==> src/rtl/irq_vector_responder.sv <==
// IM2-style interrupt responder: holds pending requests, raises int_n, answers the CPU
// acknowledge cycle with a vector byte and pulses a one-hot ack back to the serviced source.
module irq_vector_responder #(
    parameter int          INPUT_QTY   = 8,
    parameter logic [7:0]  VECTOR_BASE = 8'h00,
    localparam int         IDXW        = $clog2(INPUT_QTY)
) (
    input  logic                 clk,
    input  logic                 rst_n,
    input  logic                 ena,
    input  logic [INPUT_QTY-1:0] req_pulse,
    output logic [INPUT_QTY-1:0] pend,
    input  logic                 enc_valid,
    input  logic [IDXW-1:0]      enc_idx,
    input  logic                 m1_n,
    input  logic                 iorq_n,
    output logic                 int_n,
    output logic [7:0]           vec_data,
    output logic                 vec_oe,
    output logic [INPUT_QTY-1:0] ack
);

    // state | meaning
    // IDLE  | no request to CPU; evaluate encoder
    // REQ   | int_n asserted; waiting for M1+IORQ acknowledge
    // VEC   | vector driven on bus until IORQ releases
    // DONE  | ack serviced source, clear its pending bit
    typedef enum logic [1:0] {IDLE, REQ, VEC, DONE} state_t;

    state_t                 state_q;
    logic [IDXW-1:0]        idx_q;
    logic [INPUT_QTY-1:0]   pend_q, pend_d;
    logic [INPUT_QTY-1:0]   idx_mask;
    logic [INPUT_QTY-1:0]   ack_q;
    logic                   int_n_q;
    logic                   vec_oe_q;
    logic [7:0]             vec_data_q, vec_data_d;
    logic [7:0]             idx_x;

    // An out-of-range index (non-power-of-two INPUT_QTY) matches no bit, so it
    // neither acks nor clears anything.
    always_comb begin
        idx_mask = '0;
        for (int i = 0; i < INPUT_QTY; i++) begin
            if (idx_q == IDXW'(i)) begin
                idx_mask[i] = 1'b1;
            end
        end
    end

    assign idx_x      = 8'(idx_q);
    assign vec_data_d = VECTOR_BASE + {idx_x[6:0], 1'b0};

    // New request strobes are OR'd in after the clear so a coincident set wins.
    assign pend_d = (pend_q & ~((state_q == DONE) ? idx_mask : '0)) | req_pulse;

    always_ff @(posedge clk or negedge rst_n) begin
        if (!rst_n) begin
            state_q    <= IDLE;
            pend_q     <= '0;
            idx_q      <= '0;
            int_n_q    <= 1'b1;
            vec_oe_q   <= 1'b0;
            vec_data_q <= 8'h00;
            ack_q      <= '0;
        end else begin
            pend_q   <= pend_d;
            int_n_q  <= (state_q != REQ);
            vec_oe_q <= (state_q == VEC);
            ack_q    <= (state_q == DONE) ? idx_mask : '0;
            if (state_q == VEC) begin
                vec_data_q <= vec_data_d;
            end
            case (state_q)
                IDLE: begin
                    if (ena && enc_valid) begin
                        state_q <= REQ;
                    end
                end
                REQ: begin
                    if (!ena || !enc_valid) begin
                        state_q <= IDLE;
                    end else if (!m1_n && !iorq_n) begin
                        idx_q   <= enc_idx;
                        state_q <= VEC;
                    end
                end
                VEC: begin
                    if (iorq_n) begin
                        state_q <= DONE;
                    end
                end
                DONE: begin
                    state_q <= IDLE;
                end
                default: begin
                    state_q <= IDLE;
                end
            endcase
        end
    end

    assign pend     = pend_q;
    assign int_n    = int_n_q;
    assign vec_oe   = vec_oe_q;
    assign vec_data = vec_data_q;
    assign ack      = ack_q;

endmodule

==> config.mk <==
export PLATFORM = sky130hd
export DESIGN_NAME = irq_vector_responder
export DESIGN_NICKNAME = d
export VERILOG_FILES = /design/src/rtl/irq_vector_responder.sv
export SDC_FILE = /design/constraint.sdc
export NUM_CORES = 1
export LEC_CHECK = 0
export CAP_MARGIN = 5
export CORE_MARGIN = 10
export CORE_UTILIZATION = 37
export CTS_CLUSTER_SIZE = 24
export DETAILED_ROUTE_END_ITERATION = 10
export GPL_TIMING_DRIVEN = 0
export PLACE_DENSITY = 0.74
export SYNTH_ARGS = -nofsm -noshare
export SYNTH_HDL_FRONTEND = slang
export SYNTH_SLANG_ARGS = --single-unit
==> constraint.sdc <==
create_clock -name clk -period 1.5 [get_ports clk]
set_clock_uncertainty 0.15 [all_clocks]
set_input_delay 0.15 -clock clk [delete_from_list [all_inputs] [get_ports clk]]
set_output_delay 0.15 -clock clk [all_outputs]
set_load 0.05 [all_outputs]
* After elaboration in Yosys (flattened, before gate mapping)
Cells that the tools add are included.
** Word-level totals
- Flip-flop bits (word level) :: 26
- Word-level logic and storage cells :: 50
- Bits in writable memories :: 0
- Input bits :: 17
- Memories kept :: 0
- Output and inout port bits :: 26
- Bits in latches :: 0
- ROM bits :: 0
** Operators by class
- Add/sub/neg operators :: 0
- Div/mod/pow operators :: 0
- Bitwise operators :: 4
- Equality and inequality tests :: 14
- Multipliers :: 0
- Reductions and logical operators :: 11
- Shift operators :: 0
- Muxes and demuxes :: 14
- Order comparisons :: 0
** Operators with widths (number)
- $eq 3x3->1 const B :: 4
- $and 8x8->8 :: 1
- $mux 1 :: 8
- $mux 2 :: 4
- $mux 8 :: 1
- $not 8->8 :: 1
- $or 8x8->8 :: 1
- $pmux 2 s4 :: 1
- $eq 3x2->1 const B :: 2
- $reduce_and 3->1 :: 2
- $eq 2x2->1 const B :: 2
- $logic_not 1->1 :: 4
- $ne 2x2->1 const B :: 2
- $eq 3x1->1 const B :: 1
- $logic_not 3->1 :: 1
- $ne 3x3->1 const B :: 1
- $eq 2x1->1 const B :: 1
- $logic_and 1x1->1 :: 2
- $logic_not 2->1 :: 1
- $ne 2x1->1 const B :: 1
- $logic_or 1x1->1 :: 1
- $not 1->1 :: 1

* Depth between registers and ports, before layout
- Depth after elaboration :: 6
- Gate-level depth with buffers :: 3

* Worst setup path before layout
No wires, ideal clock.
- Kind :: register to register
- From :: register state_q[0]
- To :: register idx_q[0]
- Required time :: 1.225 ns
- Arrival :: 1.127 ns
- Clock period less this slack :: 1.402 ns
- Setup time :: 0.125 ns
- Stages on the path, launching flop included :: 4
- Buffers on the path :: 0
- Slack :: 0.098 ns
- Cells stage by stage :: dfrtp_1 nor3b_2 and4b_4 mux2_4
** On the way
- Word-level cells in the longest chain between the ends :: 2
** Ends and longest elaborated chain
- start, declared :: RTL line 30 : state_t state_q;
- start signal, assigned :: RTL line 59 : state_q <= IDLE;
- start signal, assigned :: RTL line 77 : state_q <= REQ;
- start signal, assigned :: RTL line 82 : state_q <= IDLE;
- $eq 2x1->1 :: RTL line 74 : case (state_q)
- $reduce_and 3->1 (no line)
- end signal, assigned :: RTL line 84 : idx_q <= enc_idx;
- end, declared :: RTL line 31 : logic [IDXW-1:0] idx_q;
No other way between the ends.
A chain may end at the register's enable or synchronous reset.

* Final worst setup path
- From :: register state_q[0]
- To :: register idx_q[1]
The elaborated chain is that of the path after synthesis.

==> results.sh <==
export IMPL_status="complete, no violations"
export IMPL_antenna_found_initial=0
export IMPL_min_period_ns=1.445
export IMPL_crit_end="idx_q[1]$_DFFE_PN0P_"
export IMPL_grt_ovfl_total=0
export IMPL_drive_above_1_share_pct=32.79
export IMPL_rsz0062_at_grt="no"
export IMPL_power_density_nw_per_um2=1149
export IMPL_fp_dieW_um=71.79
export IMPL_peakVddDrop_v=0.0008361
export IMPL_multi_input_area_sq_um=306.5
export IMPL_path_clk_slew_ns=0.14
export IMPL_total_power_w=0.001626
export IMPL_drtIter0Drc=25
export IMPL_vias=686
export IMPL_maxCapViolations=0
export IMPL_die_y_um=71.79
export IMPL_netlist_instances=76
export IMPL_yosys_warnings=0
export IMPL_nets=140
export IMPL_insertion_delay_ns=0.31
export IMPL_seqCellArea_sq_um=651.9
export IMPL_final_max_slew_violation_count=0
export IMPL_syn_to_final_growth_pct=42.62
export IMPL_p_comb_share_pct=27.7
export IMPL_routed_wl_um=2216
export IMPL_synthTopCellsByCount="dfrtp_1, nand2b_1, nor2_1, o21ai_0, buf_4"
export IMPL_p_int_w=0.001103
export IMPL_crit_start="state_q[0]$_DFFE_PN0P_"
export IMPL_wl_per_cell_um=14.58
export IMPL_clkPwrFrac_pct=21.1
export IMPL_hpwl_um=1739
export IMPL_syn_area_sq_um=992.2
export IMPL_ys_ff_latch=26
export IMPL_yosysTopAreaCell="dfrtp_1"
export IMPL_finalCritPeriodShare_pct=96.31
export IMPL_seqPwrFrac_pct=51.1
export IMPL_r2r_slack_ns=0.06
export IMPL_clk_root_buffer_cell="clkbuf_4"
export IMPL_port_buffers=37
export IMPL_design_area_sq_um=1415
export IMPL_avgSynthCellArea_sq_um=13.06
export IMPL_ant_nets=0
export IMPL_synth_edf_count=0
export IMPL_async_reset_ff_share_pct=100.0
export IMPL_cts_tree="built"
export IMPL_fill_cells=231
export IMPL_worstPathMaxFanout=4
export IMPL_grt_total_usage_pct=8.746
export IMPL_final_setup_tns_ns=0
export IMPL_end_kind="register"
export IMPL_cts_made_buffers=3
export IMPL_place_area_sq_um=1415
export IMPL_yosys_area_top_type_share_pct=63.05
export IMPL_max_freq_ghz=0.6922
export IMPL_gp_congestion=0.7826
export IMPL_grt_pass1_vias=742
export IMPL_rows=18
export IMPL_start_kind="register"
export IMPL_cts_buffer_depth=2
export IMPL_io_pins=43
export IMPL_antennaDiodeCount=0
export IMPL_synth_area_top_cells="dfrtp_1, nand2b_1, mux2_4"
export IMPL_worstSetupPathType="reg -> reg"
export IMPL_hp_class="in -> reg"
export IMPL_seq_area_frac_synth_pct=65.70
export IMPL_tightest_slew_ns=1.119
export IMPL_via_per_inst=4.513
export IMPL_slew_headroom_pct=25.14
export IMPL_p_sw_share_pct=32.13
export IMPL_r2r_start="state_q[0]$_DFFE_PN0P_"
export IMPL_dieArea_sq_um=5153
export IMPL_core_sq_um=2522
export IMPL_ctsHtreeMaxLevel=1
export IMPL_yosysMostFrequentCell="dfrtp_1"
export IMPL_grt_pass1_wl_um=3705
export IMPL_ys_types=21
export IMPL_reg2regPathDepth=3
export IMPL_arrival_ns=1.50
export IMPL_clock_sinks=26
export IMPL_synthFlopType="dfrtp_1"
export IMPL_start_util_pct=39.34
export IMPL_finalHoldViolations=0
export IMPL_leakage_nw=0.6705
export IMPL_netSwitchingPower_w=0.0005224
export IMPL_drt_first_pass_iters=4
export IMPL_rr_endpoint="idx_q[1]$_DFFE_PN0P_"
export IMPL_required_ns=1.56
export IMPL_grt_max_degree=27
export IMPL_post_route_drc_count=0
export IMPL_finalSetupViolCount=0
## worst max-delay path, stage by stage (launching register included)
cell	delay (ns)
dfrtp_1	0.38
nor3b_2	0.21
and4b_4	0.31
mux2_4	0.30
## power by group through the flow
stage / registers, W / clock network [W] / logic [W]
final: 0.000831 / 0.000344 / 0.000451
after global routing: 0.000846 / 0.000389 / 0.000479
after CTS: 0.000833 / 0.000364 / 0.000457
after detailed placement: 0.000848 / 0 / 0.000464
after global placement: 0.000845 / 0 / 0.000463
after floorplan: 0.000990 / 0 / 0.000145
## sequential cells by signal (all words and copies together) (netlist names), named ones only
signal and cells:
vec_oe 1, int_n 1, state_q 1, vec_data 3, ack 8, idx_q 3
pend 8
## layout by cell type, fill, tap and decap left out, types with 3 or more instances in the layout
master	netlist	final
buf_4	5	6
clkbuf_2	0	10
clkbuf_4	0	3
clkdlybuf4s15_2	0	9
clkdlybuf4s50_1	0	16
conb_1	1	5
dfrtp_1	25	25
inv_1	3	3
mux2_2	3	3
mux2_4	3	3
nand2b_1	10	10
nor2_1	6	6
o21ai_0	6	6
## worst min path at each step
stage / start / end / slack [ns] / cells after the start
after floorplan: rst_n / async pin / -0.30 / 0
after global placement: vec_data[1]$_DFFE_PN0P_ / vec_data[1]$_DFFE_PN0P_ / 0.34 / 1
after detailed placement: vec_data[2]$_DFFE_PN0P_ / vec_data[2]$_DFFE_PN0P_ / 0.35 / 1
after CTS: req_pulse[4] / pend[4]$_DFF_PN0_ / 0.23 / 2
after global routing: req_pulse[6] / pend[6]$_DFF_PN0_ / 0.23 / 2
final: req_pulse[3] / pend[3]$_DFF_PN0_ / 0.24 / 2
## through the flow
step	utilization, %	instances	setup WS (ns)	hold WS [ns]
floorplan	-	80	0.09815	-0.2956
global placement	56.10	147	-0.1739	0.3416
detailed placement	56.10	147	-0.2128	0.3498
CTS	57.89	152	0.0007039	0.2265
global route	56.10	152	0.0002961	0.2288
finish	56.10	152	0.05539	0.2371
## per-layer routing
layer | global-route usage [%] | vias to the layer above | part of all wire (%)
li1 | - | 332 | -
met1 | 11.04 | 321 | 44
met5 | 0 | - | 0
met4 | 1.935 | 0 | 0
met2 | 12.55 | 33 | 43
met3 | 5.096 | 0 | 13
## final cells by class
type                       count  area share [%]
sequential                    26           46.07
inverter                       3          0.7958
tap                           30           2.653
buffer                         5           2.653
timing repair buffer          38           23.61
multi-input combinational     46           21.66
clock buffer                   4           2.564
## kinds of logic (layout without fill, tap and decap cells)
family	after synthesis	in the layout	synth area share, %
flops	26	26	65.70
simple gates	25	25	15.26
other cells	1	5	0.3779
buf+inv	8	50	4.918
mux	6	6	7.944
compound gates	10	10	5.800
## repair_timing
item,in CTS,in global routing
hold buffers,0,0
endpoints found under the setup margin,24,11
endpoints found under the hold margin,0,0
gates resized for setup,50,14
buffers inserted,1,0
(Power assumes the default switching activity.)
